[src/rtl/snake_pkg.sv]
// Shared constants and perimeter geometry for the snake display animator.
// Maps a linear perimeter position onto a {digit, segment} pair.
package snake_pkg;

    localparam logic [2:0] SEG_A = 3'd6;
    localparam logic [2:0] SEG_B = 3'd5;
    localparam logic [2:0] SEG_C = 3'd4;
    localparam logic [2:0] SEG_D = 3'd3;
    localparam logic [2:0] SEG_E = 3'd2;
    localparam logic [2:0] SEG_F = 3'd1;
    localparam logic [2:0] SEG_G = 3'd0;

    localparam logic DIR_CW  = 1'b0;
    localparam logic DIR_CCW = 1'b1;

    typedef struct packed {
        logic [7:0] digit;
        logic [2:0] seg;
    } seg_loc_t;

    function automatic int perim_len(input int n);
        return 2 * n + 4;
    endfunction

    // Clockwise walk: top row left-to-right, right edge down, bottom row back, left edge up.
    function automatic seg_loc_t pos_to_seg(input int pos, input int n);
        seg_loc_t loc;
        loc.digit = '0;
        loc.seg   = SEG_A;
        if (pos < n) begin
            loc.digit = 8'(pos);
        end else if (pos == n) begin
            loc.digit = 8'(n - 1);
            loc.seg   = SEG_B;
        end else if (pos == n + 1) begin
            loc.digit = 8'(n - 1);
            loc.seg   = SEG_C;
        end else if (pos <= 2 * n + 1) begin
            loc.digit = 8'(2 * n + 1 - pos);
            loc.seg   = SEG_D;
        end else if (pos == 2 * n + 2) begin
            loc.seg   = SEG_E;
        end else begin
            loc.seg   = SEG_F;
        end
        return loc;
    endfunction

endpackage

[src/rtl/seg_scan_mux.sv]
// Time-multiplexes per-digit segment patterns onto shared seg/com pins.
// One cycle from pattern/index to pins; free-running, no backpressure.
module seg_scan_mux #(
    parameter int N_DIGITS = 4,
    parameter int SCAN_DIV = 16384
) (
    input  logic                     i_clk,
    input  logic                     i_clear,
    input  logic [N_DIGITS-1:0][6:0] i_pat,
    output logic [6:0]               o_seg,
    output logic [N_DIGITS-1:0]      o_com
);
    localparam int SW = $clog2(SCAN_DIV + 1);
    localparam int DW = (N_DIGITS > 1) ? $clog2(N_DIGITS) : 1;

    logic [SW-1:0]       r_cnt;
    logic [DW-1:0]       r_idx;
    logic [6:0]          r_seg;
    logic [N_DIGITS-1:0] r_com;
    logic                w_wrap;
    logic [N_DIGITS-1:0] w_onehot;

    assign w_wrap   = (r_cnt == SW'(SCAN_DIV - 1));
    // Digit 0 is the leftmost and lives on the top com bit.
    assign w_onehot = {1'b1, {(N_DIGITS-1){1'b0}}} >> r_idx;

    always_ff @(posedge i_clk) begin
        if (i_clear) begin
            r_cnt <= '0;
            r_idx <= '0;
            r_seg <= '0;
            r_com <= '1;
        end else begin
            r_cnt <= w_wrap ? '0 : r_cnt + SW'(1);
            if (w_wrap) begin
                r_idx <= (r_idx == DW'(N_DIGITS - 1)) ? '0 : r_idx + DW'(1);
            end
            r_com <= ~w_onehot;
            r_seg <= i_pat[r_idx];
        end
    end

    assign o_seg = r_seg;
    assign o_com = r_com;

endmodule

[src/rtl/snake_scanner.sv]
// Perimeter snake animator: prescaled stepping, reversal, pause, speeds and grow.
// seg/com follow head/len one cycle later; step/lap pulse one cycle after the tick.
module snake_scanner
    import snake_pkg::*;
#(
    parameter int N_DIGITS = 4,
    parameter int LEN      = 3,
    parameter int STEP_DIV = 8388608,
    parameter int SCAN_DIV = 16384
) (
    input  logic                clk,
    input  logic                clear,
    input  logic                run,
    input  logic                dir,
    input  logic                grow,
    input  logic [1:0]          speed,
    output logic [6:0]          seg,
    output logic [N_DIGITS-1:0] com,
    output logic                step,
    output logic                lap
);
    localparam int P    = perim_len(N_DIGITS);
    localparam int PW   = $clog2(P);
    localparam int CNTW = $clog2(STEP_DIV);
    localparam logic [PW:0] P_EXT = (PW+1)'(P);
    localparam logic [PW:0] ONE_E = (PW+1)'(1);

    logic [CNTW-1:0] r_presc;
    logic [PW-1:0]   r_head;
    logic [PW-1:0]   r_len;
    logic            r_dir;
    logic            r_step;
    logic            r_lap;

    logic [CNTW-1:0] w_limit;
    logic            w_tick;
    logic [PW:0]     w_head_ext;
    logic [PW:0]     w_len_m1;
    logic [PW:0]     w_sum;
    logic [PW-1:0]   w_head_nxt;
    logic [PW-1:0]   w_len_nxt;
    logic            w_lap;
    logic [PW:0]     w_d;
    seg_loc_t        w_loc;
    logic [N_DIGITS-1:0][6:0] w_pat;

    assign w_limit    = CNTW'((STEP_DIV >> speed) - 1);
    assign w_tick     = run && (r_presc >= w_limit);
    assign w_head_ext = {1'b0, r_head};
    assign w_len_m1   = {1'b0, r_len} - ONE_E;

    always_comb begin
        w_sum     = w_head_ext;
        w_lap     = 1'b0;
        w_len_nxt = r_len;
        if (dir != r_dir) begin
            // Reversal jumps the head to the old tail so the lit set stays put.
            if (r_dir == DIR_CW) w_sum = w_head_ext + P_EXT - w_len_m1;
            else                 w_sum = w_head_ext + w_len_m1;
        end else if (r_dir == DIR_CW) begin
            w_sum = w_head_ext + ONE_E;
            w_lap = (r_head == PW'(P - 1));
        end else begin
            w_sum = w_head_ext + P_EXT - ONE_E;
            w_lap = (r_head == '0);
        end
        if (w_sum >= P_EXT) w_sum = w_sum - P_EXT;
        w_head_nxt = w_sum[PW-1:0];
        if (w_lap && grow) begin
            w_len_nxt = (r_len == PW'(P - 1)) ? PW'(1) : r_len + PW'(1);
        end
    end

    always_ff @(posedge clk) begin
        if (clear) begin
            r_presc <= '0;
            r_head  <= '0;
            r_len   <= PW'(LEN);
            r_dir   <= DIR_CW;
            r_step  <= 1'b0;
            r_lap   <= 1'b0;
        end else begin
            r_step <= w_tick;
            r_lap  <= w_tick & w_lap;
            if (run) r_presc <= w_tick ? '0 : r_presc + CNTW'(1);
            if (w_tick) begin
                r_head <= w_head_nxt;
                r_len  <= w_len_nxt;
                r_dir  <= dir;
            end
        end
    end

    // Distance measured backwards along the direction of travel from the head.
    always_comb begin
        w_pat = '0;
        w_d   = '0;
        w_loc = '0;
        for (int p = 0; p < P; p++) begin
            if (r_dir == DIR_CW) w_d = w_head_ext + P_EXT - (PW+1)'(p);
            else                 w_d = (PW+1)'(p) + P_EXT - w_head_ext;
            if (w_d >= P_EXT) w_d = w_d - P_EXT;
            w_loc = pos_to_seg(p, N_DIGITS);
            w_pat[int'(w_loc.digit)][w_loc.seg] = (w_d < {1'b0, r_len});
        end
    end

    seg_scan_mux #(
        .N_DIGITS (N_DIGITS),
        .SCAN_DIV (SCAN_DIV)
    ) u_scan (
        .i_clk   (clk),
        .i_clear (clear),
        .i_pat   (w_pat),
        .o_seg   (seg),
        .o_com   (com)
    );

    assign step = r_step;
    assign lap  = r_lap;

endmodule
[config.mk]
export PLATFORM = sky130hd
export DESIGN_NAME = snake_scanner
export DESIGN_NICKNAME = d
export VERILOG_FILES = /design/src/rtl/snake_pkg.sv /design/src/rtl/seg_scan_mux.sv /design/src/rtl/snake_scanner.sv
export SDC_FILE = /design/constraint.sdc
export NUM_CORES = 1
export LEC_CHECK = 0
export ABC_AREA = 1
export CAP_MARGIN = 10
export CORE_MARGIN = 3
export CORE_UTILIZATION = 30
export DETAILED_ROUTE_END_ITERATION = 12
export SYNTH_ARGS = -nofsm -noshare
export SYNTH_HDL_FRONTEND = slang
export SYNTH_SLANG_ARGS = --single-unit
[constraint.sdc]
create_clock -name clk -period 4 [get_ports clk]
set_input_delay 1.2 -clock clk [delete_from_list [all_inputs] [get_ports clk]]
set_output_delay 1.2 -clock clk [all_outputs]
set_load 0.02 [all_outputs]
==> results of run 1 <==
synth_stat cells (6+ instances only):
cell type	n	share of area (%)
dfxtp_1	61	21
xnor2_1	7	1.1
o21ai_0	49	4.3
a21oi_1	40	3.5
nor3_1	21	1.8
inv_1	105	6.9
or2_2	9	0.98
inv_2	8	0.53
nand3_1	37	3.2
nand4_1	13	1.4
a21o_1	6	0.79
nor2_2	7	0.77
nand2_1	150	9.8
ha_1	82	18
xor2_1	34	5.2
nor2_1	88	5.8
worst paths after layout:
path	from	to	slack (ps)	depth (start not counted)
worst max register to register	r_head[3]$_SDFFE_PP0P_	u_scan.o_seg[6]$_SDFF_PP0_	520	17
worst min-delay path	u_scan.r_cnt[0]$_SDFF_PP0_	u_scan.r_cnt[0]$_SDFF_PP0_	450	1
worst min register to register	u_scan.r_cnt[0]$_SDFF_PP0_	u_scan.r_cnt[0]$_SDFF_PP0_	450	1
worst max-delay path	r_head[3]$_SDFFE_PP0P_	u_scan.o_seg[6]$_SDFF_PP0_	520	17
power by group:
group          internal, mW  switching [mW]  total, mW
Sequential            0.615         0.00401      0.619
Clock                 0.612           0.308      0.920
Combinational        0.0236          0.0363     0.0598
Total                  1.25           0.348       1.60
routing by layer:
layer | vias up | routed length, um | GRT usage [%]
met5 | - | 0 | 0
met2 | 96 | 6070 | 23.1
met4 | 0 | 176 | 3.17
li1 | 2717 | - | -
met1 | 2274 | 7050 | 18.9
met3 | 17 | 595 | 3.27
registers in the layout, summed over array words and instances, names as in the netlist:
signal / flops
lap: 1
r_dir: 1
r_head: 4
r_len: 4
r_presc: 23
step: 1
u_scan.o_com: 4
u_scan.o_seg: 6
u_scan.r_cnt: 15
u_scan.r_idx: 2
critical path, stage by stage (launching register included):
cell,delay (ps)
dfxtp_1,330
inv_1,140
ha_1,570
inv_1,200
xor2_1,210
a21boi_1,360
ha_1,280
nand2_1,60
nand4_1,150
xor2_1,170
ha_1,240
a21oi_1,130
o21ai_0,80
a21oi_1,130
o31ai_1,110
nand3_1,90
nand2_1,60
nor2_1,120
through the flow:
| stage | instances | util (%) | area, um^2 | hold WS (ps) | setup WS [ps] |
|---|---|---|---|---|---|
| 5_1_grt | 1071 | 35.5 | 6510 | 488 | 236 |
| 3_5_place_dp | 1055 | 33.6 | 6160 | 448 | 368 |
| 4_1_cts | 1071 | 35.5 | 6510 | 458 | 543 |
| 2_1_floorplan | 811 | - | 5720 | 428 | 592 |
| 3_3_place_gp | 1055 | 33.6 | 6160 | 437 | 413 |
| 6_report | 1071 | 35.5 | 6510 | 455 | 520 |
cells by family after synthesis:
kind of cell | after synthesis | share of synthesized area [%]
AO/OA/AOI/OAI | 139 | 15.0
XOR/XNOR | 42 | 6.76
adder cells (fa/ha/maj) | 84 | 18.6
buffers and inverters | 133 | 10.0
flip-flops | 61 | 21.4
multiplexers | 1 | 0.197
other | 1 | 0.0656
AND/OR/NAND/NOR | 350 | 27.9
final cells by class:
type / instances / area, um^2
multi-input cells: 617 / 3920
flip-flops and latches: 61 / 1220
inverters: 114 / 428
repair buffers: 34 / 300
fillers: 1939 / 11800
clock inverters: 7 / 123
well taps: 229 / 287
clock buffers: 9 / 225
==> results.md, run 1 <==
- ANT cells: 0
- Post-CTS sizing: 0
- Fin crit share: between 80% and 90%
- Worst IR drop on VDD: roughly 0.14 mV
- Register area share after synthesis: 21.4%
- Layout cells sized above 1: roughly 10%
- Die span in x: ~140 um
- Crit path max fanout: 11
- Port bufs: 18
- Yosys cell types: slightly below 60
- Initial Util: between 30% and 40%
- Via count: between 5,000 and 6,000
- RSZ-0062 raised after global routing: no
- CTS root buf: clkbuf_16
- Top_reg_cell synth: dfxtp_1
- First-pass GRT wire length: between 20,000 and 25,000 um
- Post-Synthesis Cells: 811
- Synth Cell Area: around 5700 um^2
- Status: completed
- CTS tree: built
- Syn-to-layout area delta: 13.8%
- Hold_buf cts: 0
- Vias in the first global route: 4,929
- Remaining Overflow, GRT: 0
- H-tree Lvls: 3
- Reg clk slew, reported paths: 70 ps
- Most frequent cells in the layout: nand2_1, inv_1, nor2_1
- Initial DRC count: ~340
- DRT antenna net count: 0
- Clk_lat worst skew: roughly 340 ps
- Avg Vias per Cell: between 4 and 5
- Hold Path Class: flip-flop to flip-flop
- YS warnings: 0
- Core area: roughly 18,000 um^2
- Drt drc: 0
- Max cap viols: 0
- Setup Buffers After CTS: 0
- Total Routing Usage GR: between 10% and 20%
- Slew @ Worst Pin: between 600 and 700 ps
- Power per cell area: roughly 250 nW/um^2
- Die Y: roughly 140 um
- GP Congestion: approximately 0.91
- Antenna violations before repair: 0
- Leakage power total: just under 3 nW
- DRT Wirelength: approximately 14,000 um
- CTS Buffer Depth: 2
- Max Clock Freq: between 200 and 300 MHz
- Crit path time final: around 3500 ps
- Final #Nets: 928
- DRT Pass-1 Iters: 5
- Worst endpoint required time: 4280 ps
- Arrival @ worst endpoint: ~3800 ps
- Setup_tns: 0 ps
- Io pins: 20
- Critical path capture point type: flip-flop
- CP startpoint kind: flip-flop
- Die ar.: 20,800 um^2
- Final setup viols: 0
- Post-Syn Nets: between 900 and 1,000
- Register bit count reported by yosys: 61
- Syn Area/Cell: a little over 7 um^2
- Site Rows: 49
- Clk_skew: 13.8 ps
- Slew Viols, Final: 0
- Commonest non-fill, non-tap cell in the layout: nand2_1
- Post-DP HPWL: about 10,000 um
- Avg WL per Cell: 13.0 um
- Largest net degree at the start of global routing: 31
- Total power: between 1.5 and 2 mW
- CTS Sinks: approximately 60
- CTS Buf Count: 9
- Slew HR: a little over half
- Async SR Flop Fraction: 0%
- WS Path Type: flip-flop to flip-flop
- Hold Fails Final Rpt: 0
- EDFF count, synth: 0
Power figures use the tool's default switching activity.
==> inputs of run 2 (changes only) <==
--- a/config.mk
+++ b/config.mk
@@ -13,3 +13,4 @@
 export SYNTH_ARGS = -nofsm -noshare
 export SYNTH_HDL_FRONTEND = slang
 export SYNTH_SLANG_ARGS = --single-unit
+export TNS_END_PERCENT = 20
==> results of run 2 <==
Final layout, timing and power as in run 1 (identical DEF).
==> inputs of run 3 (changes only) <==
--- a/config.mk
+++ b/config.mk
@@ -12,5 +12,6 @@
 export DETAILED_ROUTE_END_ITERATION = 12
 export SYNTH_ARGS = -nofsm -noshare
 export SYNTH_HDL_FRONTEND = slang
+export SYNTH_HIERARCHICAL = 1
 export SYNTH_SLANG_ARGS = --single-unit
 export TNS_END_PERCENT = 20
==> results.md, run 3 <==
- Max reg flops: 23
- Worst endpoint required time: ~4300 ps
- Via count: roughly 5,700
- Fin crit share: 84.6%
- Synth Area in Compound Gates: 15.5%
- Critical path capture point type: flip-flop
- Avg Vias per Cell: around 4.6
- Flop2flop setup slack: approximately 620 ps
- Post-Synthesis Cells: approximately 930
- Vias in the first global route: 5,297
- Slew HR: between 50% and 60%
- Crit path time final: between 3000 and 4000 ps
- WS Path Type: flip-flop to flip-flop
- Top_reg_cell synth: dfxtp_1
- Critical-path top delay cell: ha_1
- Yosys cell types: 57
- Layout cells sized above 1: between 10% and 20%
- Hold Path Class: flip-flop to flip-flop
- Site Rows: 52
- Syn-to-layout area delta: 12.9%
- Clk_lat worst skew: 330 ps
- Synth top cells by count: nand2_1, nor2_1, inv_1, ha_1, dfxtp_1
- Synth top area cells: dfxtp_1, ha_1, nand2_1
- CTS Sinks: 62
- Setup Buffers After CTS: 0
- Min Hold Slack: roughly 450 ps
- Reg clk slew, reported paths: 60 ps
- CP Cell Sequence: inv_1 -> ha_1 -> inv_2 -> o21ai_1 -> nand2_1 -> o21ai_2 -> inv_1 -> ha_1 -> a21oi_1 -> nand2_1 -> a21boi_1 -> ha_1 -> inv_1 -> o21bai_1 -> a21oi_1 -> o21ai_0 -> a41oi_1 -> o21ai_0 -> a21oi_1
- Io pins: 20
- Drt drc: 0
- Register bit count reported by yosys: 62
- CTS tree: built
- CP bufs+invs: 4
- Arrival @ worst endpoint: about 3700 ps
- Most frequent cells in the layout: nand2_1, nor2_1, inv_1
- Most flops, register: r_presc
- DP Cell Count: roughly 1,200
- Post-Synth Simple-Gate Area: a little under a third
- Area leader, netlist: dfxtp_1
- Largest net degree at the start of global routing: 28
- Power per cell area: between 200 and 250 nW/um^2
- Post-Layout Cell Count: around 1,200
- Initial Util: 30.8%
- Max Clock Freq: 296 MHz
- CP top delay family: compound AO/OA/AOI/OAI gates
- Max stage delay on crit path: about 440 ps
- Async SR Flop Fraction: 0%
- Antenna violations before repair: 0
- RSZ-0062 raised after global routing: no
- Final core occ: a little over a third
- CTS Buffer Depth: 2
- Worst IR drop on VDD: 0.130 mV
- EDFF count, synth: 0
- Leakage power total: about 3.3 nW
- Most frequent cell after synthesis: nand2_1
- H-tree Lvls: 3
- Hold_buf cts: 0
- Post-DP HPWL: 11,400 um
- Post-Place Setup Slack: roughly 420 ps
- Port bufs: 19
- Final #Nets: roughly 1,100
- Synth Cell Area: roughly 6300 um^2
- GP Congestion: around 0.85
- First-pass GRT wire length: roughly 25,000 um
- DRT antenna net count: 0
- Largest family of logic cells by synthesized area: simple AND/OR/NAND/NOR gates
- Setup_tns: 0 ps
- Total Routing Usage GR: between 10% and 20%
- Status: completed
- Syn Area/Cell: roughly 6.8 um^2
- Max cap viols: 0
- Final setup margin: approximately 600 ps
- Die span in x: approximately 150 um
- Avg WL per Cell: between 10 and 15 um
- Remaining Overflow, GRT: 0
- Synth Area in XOR/XNOR: under 10%
- Commonest non-fill, non-tap cell in the layout: nand2_1
- CP startpoint kind: flip-flop
- YS warnings: 6
- Register area share after synthesis: approximately 20%
- Core area: 20,400 um^2
- Hold Fails Final Rpt: 0
- DRT Wirelength: between 10,000 and 15,000 um
- Clk_skew: roughly 5.7 ps
- Synth Area in Adders: between 15 and 20%
- Top cell type's share of synthesized area: between 10% and 20%
- Final setup viols: 0
- Slew Viols, Final: 0
- ANT cells: 0
- Die Y: between 150 and 200 um
- CTS Buf Count: 9
- DRT Pass-1 Iters: 5
- CTS root buf: clkbuf_16
- Mux cell area share after synthesis: 0%
- Crit path max fanout: 7
- Post-CTS sizing: 0
- Slew @ Worst Pin: 627 ps
- Initial DRC count: 310
- Die ar.: around 23,000 um^2
==> run 3: cell count changes after synthesis, moves of 6 or more <==
| cell | delta |
|---|---|
| nand2_1 | +33 |
| o21ai_1 | +19 |
| nand2_2 | +16 |
| or2_2 | -6 |
| o21ai_0 | -14 |
| nor2_1 | +34 |
| inv_2 | +10 |
| nand3_1 | +16 |
| nor2_2 | +6 |
| a21oi_1 | +13 |
==> run 3: final timing paths <==
path / from / to / cells after the start
worst min-delay path: u_scan/r_cnt[0]$_SDFF_PP0_ / u_scan/r_cnt[0]$_SDFF_PP0_ / 1
worst min register to register: u_scan/r_cnt[0]$_SDFF_PP0_ / u_scan/r_cnt[0]$_SDFF_PP0_ / 1
worst max register to register: r_head[3]$_SDFFE_PP0N_ / u_scan/o_seg[6]$_SDFF_PP0_ / 19
worst max-delay path: r_head[3]$_SDFFE_PP0N_ / u_scan/o_seg[6]$_SDFF_PP0_ / 19
==> run 3: final cells by class <==
type,count,area [um^2]
timing repair buffer,29,265
clock buffer,9,225
multi-input combinational,732,4440
tap,270,338
inverter,129,497
fill,2200,13300
clock inverter,7,98.8
sequential,62,1240
==> run 3: logic make-up (layout without fill, tap and decap cells) <==
logic type,Yosys count,after routing
and+or+nand+nor,435,435
AOI/OAI and AO/OA,157,157
buffers and inverters,152,174
adders and majority gates,84,84
DFF,62,62
xor gates and xnor gates,40,40
other,1,16
==> run 3: routing by layer <==
layer  global-route usage, %  part of all wire (%)
met5                       0                     0
met2                    22.9                    47
met4                    4.03                   1.9
met1                    16.7                    49
met3                    1.86                   2.0
==> run 3: power by group <==
group          leakage [nW]  switching [mW]  internal, mW
logic                  2.63          0.0383        0.0257
registers             0.503         0.00499         0.626
clock network         0.156           0.300         0.547
==> run 3: worst reg2reg max path, cell delays in order, from the launching register on <==
cell	delay [ps]
dfxtp_1	320
inv_1	100
ha_1	440
inv_2	150
o21ai_1	150
nand2_1	90
o21ai_2	260
inv_1	130
ha_1	210
a21oi_1	180
nand2_1	90
a21boi_1	140
ha_1	270
inv_1	50
o21bai_1	70
a21oi_1	140
o21ai_0	100
a41oi_1	170
o21ai_0	100
a21oi_1	160
==> run 3: through the flow <==
step	power [mW]	instance area, um^2
floorplan	0.687	6350
global placement	0.709	6780
detailed placement	0.710	6780
CTS	1.56	7100
global route	1.60	7100
finish	1.54	7100
